**src/rtl/count_sweep_ctrl.sv**
```systemverilog
// ---------------------------------------------------------------------------
// count_sweep_ctrl
//   Sweeps an owned counter between two latched bounds [lo, hi] in one of four
//   modes: single up, single down, ping-pong for N round trips, or continuous
//   ping-pong. All outputs are registered.
//
// Ports
//   clk    : clock, all state updates on the rising edge
//   rst    : synchronous active-high reset
//   start  : sweep request, sampled only while idle
//   mode   : 0 single up, 1 single down, 2 ping-pong N trips, 3 continuous
//   lo/hi  : unsigned sweep bounds (latched at start)
//   trips  : round-trip count for mode 2 (0 behaves as 1)
//   abort  : terminate an active sweep without a done pulse
//   count  : counter value
//   dir    : 1 counting up, 0 counting down
//   busy   : high while sweeping (UP/DOWN)
//   done   : one-cycle pulse on normal completion
//   err    : one-cycle pulse when a start with lo > hi is rejected
// ---------------------------------------------------------------------------
module count_sweep_ctrl #(
  parameter int WIDTH = 8
) (
  input  logic             clk,
  input  logic             rst,
  input  logic             start,
  input  logic [1:0]       mode,
  input  logic [WIDTH-1:0] lo,
  input  logic [WIDTH-1:0] hi,
  input  logic [3:0]       trips,
  input  logic             abort,
  output logic [WIDTH-1:0] count,
  output logic             dir,
  output logic             busy,
  output logic             done,
  output logic             err
);

  localparam logic [1:0] MODE_UP   = 2'd0;
  localparam logic [1:0] MODE_DOWN = 2'd1;
  localparam logic [1:0] MODE_PP_N = 2'd2;
  localparam logic [1:0] MODE_PP_C = 2'd3;

  localparam logic [WIDTH-1:0] ONE = {{(WIDTH-1){1'b0}}, 1'b1};

  typedef enum logic [1:0] {
    ST_IDLE = 2'd0,
    ST_UP   = 2'd1,
    ST_DOWN = 2'd2,
    ST_DONE = 2'd3
  } state_t;

  state_t           state_q, state_d;
  logic [WIDTH-1:0] count_q, count_d;
  logic             dir_q, dir_d;
  logic             busy_q, busy_d;
  logic             done_q, done_d;
  logic             err_q, err_d;
  logic [1:0]       mode_q, mode_d;
  logic [WIDTH-1:0] lo_q, lo_d;
  logic [WIDTH-1:0] hi_q, hi_d;
  logic [3:0]       rem_q, rem_d;

  // Next-state and next-output computation for the sweep FSM.
  always_comb begin
    state_d = state_q;
    count_d = count_q;
    dir_d   = dir_q;
    busy_d  = 1'b0;
    done_d  = 1'b0;
    err_d   = 1'b0;
    mode_d  = mode_q;
    lo_d    = lo_q;
    hi_d    = hi_q;
    rem_d   = rem_q;

    case (state_q)
      ST_IDLE: begin
        if (start) begin
          if (lo > hi) begin
            // Rejected: count and dir are left untouched.
            err_d = 1'b1;
          end else begin
            mode_d = mode;
            lo_d   = lo;
            hi_d   = hi;
            rem_d  = (trips == 4'd0) ? 4'd1 : trips;
            busy_d = 1'b1;
            if (mode == MODE_DOWN) begin
              state_d = ST_DOWN;
              count_d = hi;
              dir_d   = 1'b0;
            end else begin
              state_d = ST_UP;
              count_d = lo;
              dir_d   = 1'b1;
            end
          end
        end else begin
          state_d = ST_IDLE;
        end
      end

      ST_UP: begin
        if (abort) begin
          state_d = ST_IDLE;
        end else if (count_q < hi_q) begin
          count_d = count_q + ONE;
          busy_d  = 1'b1;
        end else if ((mode_q == MODE_PP_N) || (mode_q == MODE_PP_C)) begin
          // Turn around at the top; a degenerate range holds its value.
          state_d = ST_DOWN;
          dir_d   = 1'b0;
          count_d = (lo_q == hi_q) ? hi_q : (hi_q - ONE);
          busy_d  = 1'b1;
        end else begin
          state_d = ST_DONE;
          done_d  = 1'b1;
        end
      end

      ST_DOWN: begin
        if (abort) begin
          state_d = ST_IDLE;
        end else if (count_q > lo_q) begin
          count_d = count_q - ONE;
          busy_d  = 1'b1;
        end else begin
          case (mode_q)
            MODE_PP_N: begin
              // One round trip finishes each time the bottom is reached.
              rem_d = (rem_q == 4'd0) ? 4'd0 : (rem_q - 4'd1);
              if (rem_q <= 4'd1) begin
                state_d = ST_DONE;
                done_d  = 1'b1;
              end else begin
                state_d = ST_UP;
                dir_d   = 1'b1;
                count_d = (lo_q == hi_q) ? lo_q : (lo_q + ONE);
                busy_d  = 1'b1;
              end
            end
            MODE_PP_C: begin
              state_d = ST_UP;
              dir_d   = 1'b1;
              count_d = (lo_q == hi_q) ? lo_q : (lo_q + ONE);
              busy_d  = 1'b1;
            end
            MODE_UP, MODE_DOWN: begin
              state_d = ST_DONE;
              done_d  = 1'b1;
            end
            default: begin
              state_d = ST_DONE;
              done_d  = 1'b1;
            end
          endcase
        end
      end

      ST_DONE: begin
        // Start and abort are deliberately ignored here.
        state_d = ST_IDLE;
      end

      default: begin
        state_d = ST_IDLE;
      end
    endcase
  end

  // State and output registers with synchronous reset.
  always_ff @(posedge clk) begin
    if (rst) begin
      state_q <= ST_IDLE;
      count_q <= {WIDTH{1'b0}};
      dir_q   <= 1'b1;
      busy_q  <= 1'b0;
      done_q  <= 1'b0;
      err_q   <= 1'b0;
      mode_q  <= 2'd0;
      lo_q    <= {WIDTH{1'b0}};
      hi_q    <= {WIDTH{1'b0}};
      rem_q   <= 4'd0;
    end else begin
      state_q <= state_d;
      count_q <= count_d;
      dir_q   <= dir_d;
      busy_q  <= busy_d;
      done_q  <= done_d;
      err_q   <= err_d;
      mode_q  <= mode_d;
      lo_q    <= lo_d;
      hi_q    <= hi_d;
      rem_q   <= rem_d;
    end
  end

  assign count = count_q;
  assign dir   = dir_q;
  assign busy  = busy_q;
  assign done  = done_q;
  assign err   = err_q;

endmodule

```
**config.mk**
```make
export PLATFORM = sky130hd
export DESIGN_NAME = count_sweep_ctrl
export DESIGN_NICKNAME = d
export VERILOG_FILES = /design/src/rtl/count_sweep_ctrl.sv
export SDC_FILE = /design/constraint.sdc
export NUM_CORES = 1
export LEC_CHECK = 0
export BUFFER_PORTS_ARGS = -buffer_cell sky130_fd_sc_hd__buf_2
export CAP_MARGIN = 0
export CORE_ASPECT_RATIO = 0.9
export CORE_MARGIN = 5
export CORE_UTILIZATION = 54
export DETAILED_ROUTE_END_ITERATION = 8
export PLACE_DENSITY = 0.85
export SYNTH_ARGS = -nofsm -noshare
export SYNTH_HDL_FRONTEND = slang
export SYNTH_SLANG_ARGS = --single-unit
```
**constraint.sdc**
```tcl
create_clock -name clk -period 2.3 [get_ports clk]
set_input_delay 0.115 -clock clk [delete_from_list [all_inputs] [get_ports clk]]
set_output_delay 0.115 -clock clk [all_outputs]
set_load 0.005 [all_outputs]
```
# Word level (Yosys, flattened, before mapping)
# Index checks and enable logic that the tools add are counted.
# word_totals
elab_cells	122
output_inout_bits	12
ff_bits	36
# op_classes
n_lt_le_gt_ge	4
n_bitwise	3
n_reduce_logical	14
eq_ne	24
n_mux	62
add_sub_neg	5
# op_table
cell	n
$mux 8	11
$mux 4	7
$mux 1	25
$pmux 8 s3	1
$ne 3x3->1 const B	6
$add 8x1->8 const B	2
$gt 8x8->1	2
$mux 2	8
$ne 2x2->1 const B	8
$pmux 8 s2	1
$sub 8x1->8 const B	2
$reduce_and 10->1	1
$eq 2x2->1 const B	4
$eq 8x8->1	1
$logic_not 4->1	2
$lt 8x8->1	1
$ne 4x4->1 const B	2
$pmux 1 s2	4
$pmux 2 s4	1
$pmux 4 s2	1
$reduce_and 8->1	1
$eq 2x1->1 const B	3
$pmux 1 s3	2
$pmux 2 s3	1
11 further kinds	15

# Longest topological paths before layout
# depth
ltp_word	7
ltp_mapped	11

# Least setup slack after synthesis
# OpenSTA, ideal clock, no wires.
# synth_path
kind	register to register
start	register hi_q[2]
end	register count_q[7], in the netlist count[7]
setup_ns	0.117
n_path_buf	0
setup_slack_ns	-0.104
required_time_ns	2.183
path_stages_with_launch	10
arrival_ns	2.286
cell_sequence	dfxtp_1 -> inv_1 -> ha_1 -> a211oi_1 -> o21ai_0 -> a211oi_2 -> nand2b_1 -> o221ai_1 -> a31o_2 -> a32o_1
# synth_between
elab_chain_len	7
# synth_rtl
item	line_no	rtl
start, declared	61	logic [WIDTH-1:0] hi_q, hi_d;
start signal, assigned	183	hi_q <= {WIDTH{1'b0}};
start signal, assigned	194	hi_q <= hi_d;
branches (longest 7 deep; another with $sub 8x1->8)	--	
end signal, assigned	176	count_q <= {WIDTH{1'b0}};
end signal, assigned	187	count_q <= count_d;
end, declared	54	logic [WIDTH-1:0] count_q, count_d;
# Parallel ways; which one is timed is not known. The select of a mux whose other input is x is not followed.
# A chain may end at the register's enable or synchronous reset.

# Worst setup path in the final report
# layout_path
start	register lo_q[7]
end	register rem_q[2]
# layout_between
elab_chain_len	3
# layout_rtl
item	line_no	rtl
start, declared	60	logic [WIDTH-1:0] lo_q, lo_d;
start signal, assigned	182	lo_q <= {WIDTH{1'b0}};
start signal, assigned	193	lo_q <= lo_d;
$gt 8x8->1	125	end else if (count_q > lo_q) begin
$ne 2x2->1 (no line)	--	
$reduce_and 6->1 (no line)	--	
end signal, assigned	195	rem_q <= rem_d;
end, declared	62	logic [3:0] rem_q, rem_d;
# No other way between the ends.

==> impl_metrics.toml <==
[run_status]
status = "finished with violations"
violations = "negative setup slack"

[timing]
holdWs_ns = 0.0588
setup_violations = 3
layout_min_cycle_time_ns = 2.32
slew_headroom = 0.505
drv_slew = 0
rsz0062_at_grt = "yes"
fmax_mhz = 430
finalHoldViolCount = 0
worst_slew_pin_slew_ns = 0.724
skew_ns = 0.0128
setup_ws_ns = -0.0243
finalCritPeriodShare = 1.01

[yosys]
synth_async_sr_flop_share = 0
synth_area_mm2 = 0.00321
synth_edf_count = 0
ys_seq_area_frac = 0.224
synth.avg_cell_area_um2 = 7.49
synth.distinct_cells = 57
yosys_register_bits = 36
synthCells = 429
syn_nets = 487
yosys_warnings = 0
synth-main-ff-cell = "dfxtp_1"

[cells_and_area]
final-seq-area_um2 = 747
area_growth_pct = 30.3
diodes = 0
multi_input_area_mm2 = 0.00251
fill_cells = 385
fin_nets = 567
drive_above_1_share = 0.316

[power]
p_per_area_mw_per_mm2 = 1660
peakVddDrop_mv = 0.957
leakagePower_nw = 1.85

[worst_hold_path]
worstHoldPathType = "input pin to flop"

[placed_design]
dp_hpwl_um = 8230
place_ws_ns = -0.211
gp_congestion = 0.986
io_buffers = 37

[floorplan]
die_h_um = 83.2
ios = 38
die_area_mm2 = 0.00760
die_x_um = 91.3
coreArea_mm2 = 0.00573
num_rows = 26
start_util = 0.561

[routing]
drtIter0Drc = 683
via_per_inst = 6.77
postRouteAntennaNets = 0
drc = 0
wl_per_cell_um = 20.5
vias = 3927
wl_um = 11900
dr.pass1.iters = 7

[global_routing]
overflow = 0
grt_pass1_wl_um = 17300
grt_usage = 0.278
use_met3 = 0.0597
use_met1 = 0.388
grt_pass1_vias = 3467
use_met2 = 0.408
grt_max_degree = 32
antenna_found_initial = 0
gr-max-usage-layer = "met2"

[worst_setup_path]
path_max_fanout = 5
max_stage_delay_ns = 0.40
crit_buf_inv = 1
setup.worst_path.end_class = "flop"
crit_family = "compound AO/OA/AOI/OAI gates"
start_kind = "flop"
critPathSlowestCell = "a221o_1"
crit_arrival_ns = 2.51
path_common_cell = "o21ai_0"
crit_required_ns = 2.49
cp_cell_sequence = "inv_1 -> ha_1 -> nand2_1 -> nor2_1 -> and3_4 -> o21ai_0 -> a221o_1 -> o21ai_0 -> a21oi_1"
critPathKind = "flop to flop"

[cts]
htree_levels = 2
cts-buffers-inserted = 5
cts_tree = "built"
clk_latency_ns = 0.31
clkSlewWorstSetupHoldPaths_ns = 0.08
numClockSinks = 36
cts_root_buffer = "clkbuf_8"
clockBufferDepth = 2

[flow_run]
drv_cap = 0
[per-layer routing]
metal,vias to the layer above,part of all wire
met2,378,0.42
met1,1743,0.38
li1,1710,-
met3,96,0.14
met5,-,0
met4,0,0.064
[timing repair]
| action | 4_1_cts | 5_1_grt |
|---|---|---|
| pin swaps | 4 | 16 |
| hold buffers | 0 | 0 |
| gates cloned | 0 | 0 |
| endpoints found under the setup margin | 11 | 14 |
| resized for setup | 14 | 44 |
| setup buffers | 1 | 5 |
[placed cells by master, fill, tap and decap left out, types with 12 or more instances in the layout]
| master | count |
|---|---|
| nor3_1 | 13 |
| o21ai_0 | 14 |
| buf_2 | 37 |
| nand2_1 | 32 |
| xnor2_1 | 17 |
| inv_1 | 29 |
| buf_4 | 54 |
| ha_1 | 28 |
| dfxtp_2 | 12 |
| dfxtp_1 | 21 |
| nor2_1 | 57 |
| a21oi_1 | 28 |
[synthesized netlist by cell type, types with 2 or more instances]
| library cell | number | area, um2 |
|---|---|---|
| ha_1 | 32 | 400 |
| nor4_2 | 2 | 25.0 |
| buf_2 | 2 | 10.0 |
| o21ba_2 | 2 | 20.0 |
| nand2b_1 | 5 | 31.3 |
| a32o_1 | 6 | 60.1 |
| a2111oi_0 | 2 | 17.5 |
| o31a_1 | 2 | 17.5 |
| a32oi_1 | 2 | 17.5 |
| a31oi_1 | 5 | 31.3 |
| inv_1 | 32 | 120 |
| nand4_1 | 8 | 50.1 |
| nand2_1 | 33 | 124 |
| a31o_2 | 3 | 26.3 |
| a221o_1 | 2 | 20.0 |
| xor2_1 | 12 | 105 |
| o221ai_1 | 6 | 52.6 |
| a21o_1 | 4 | 30.0 |
| clkbuf_1 | 14 | 52.6 |
| a21oi_1 | 29 | 145 |
| a221oi_1 | 2 | 17.5 |
| a22oi_1 | 2 | 15.0 |
| or3_1 | 2 | 12.5 |
| a211o_1 | 2 | 17.5 |
| o21a_1 | 3 | 22.5 |
| nor2_1 | 59 | 221 |
| o21bai_1 | 2 | 15.0 |
| o32ai_1 | 2 | 17.5 |
| nor2b_1 | 3 | 18.8 |
| and2_1 | 2 | 12.5 |
| dfxtp_1 | 36 | 721 |
| o21ai_0 | 17 | 85.1 |
| a211oi_1 | 8 | 60.1 |
| mux2i_1 | 9 | 90.1 |
| xnor2_1 | 17 | 149 |
| nand3_1 | 11 | 55.1 |
| o211ai_1 | 6 | 45.0 |
| o32a_2 | 2 | 22.5 |
| nor3_1 | 15 | 75.1 |
| buf_1 | 3 | 11.3 |
| and3_1 | 7 | 43.8 |
[logic make-up (layout without fill, tap and decap cells)]
family                     count (synthesis)  in the layout  share of synthesized area
DFF                                       36             36                      0.224
buffers and inverters                     53            134                     0.0650
AOI/OAI and AO/OA                        116            116                      0.255
muxes                                      9              9                     0.0280
xor gates and xnor gates                  29             29                     0.0790
adders and majority gates                 32             32                      0.125
and+or+nand+nor                          154            154                      0.224
[flip-flops by register name (all words and copies together), names as in the netlist]
register,cells
busy,1
count,8
dir,1
done,1
err,1
hi_q,8
lo_q,8
mode_q,2
rem_q,4
state_q,2
[metrics by stage]
step | setup TNS [ns] | utilization | power, mW | std cells | cell area, um2
finish | -0.0667 | 0.731 | 6.96 | 580 | 4190
global route | -0.611 | 0.731 | 7.29 | 580 | 4190
detailed placement | -0.466 | 0.665 | 5.26 | 566 | 3810
global placement | -0.316 | 0.665 | 5.11 | 566 | 3810
CTS | 0 | 0.689 | 6.00 | 575 | 3950
floorplan | 0 | - | 3.78 | 429 | 3230
[where the power goes]
| group | internal [mW] | total [mW] | leakage [nW] | switching [mW] |
|---|---|---|---|---|
| registers | 0.810 | 1.04 | 0.302 | 0.229 |
| logic | 2.48 | 5.41 | 1.50 | 2.93 |
| clock network | 0.245 | 0.510 | 0.0455 | 0.265 |
| total | 3.54 | 6.96 | 1.85 | 3.42 |
[layout make-up]
type	instances	share of cell area
timing repair buffer	93	0.151
clock buffer	8	0.0215
tap	70	0.0209
multi-input combinational	340	0.598
sequential	36	0.178
inverter	33	0.0302
[worst min-delay path, stage by stage]
cell     delay [ns]
buf_2          0.09
a21oi_1        0.05
nor2_1         0.07
[worst paths after layout]
path | from | to | slack (ns) | cells past startpoint
worst min-delay path | hi[7] | hi_q[7] | 0.06 | 3
worst max register to register | lo_q[7] | rem_q[2] | -0.02 | 9
worst max-delay path | lo_q[7] | rem_q[2] | -0.02 | 9
worst min register to register | rem_q[2] | rem_q[2] | 0.52 | 2
(Power assumes the default switching activity.)
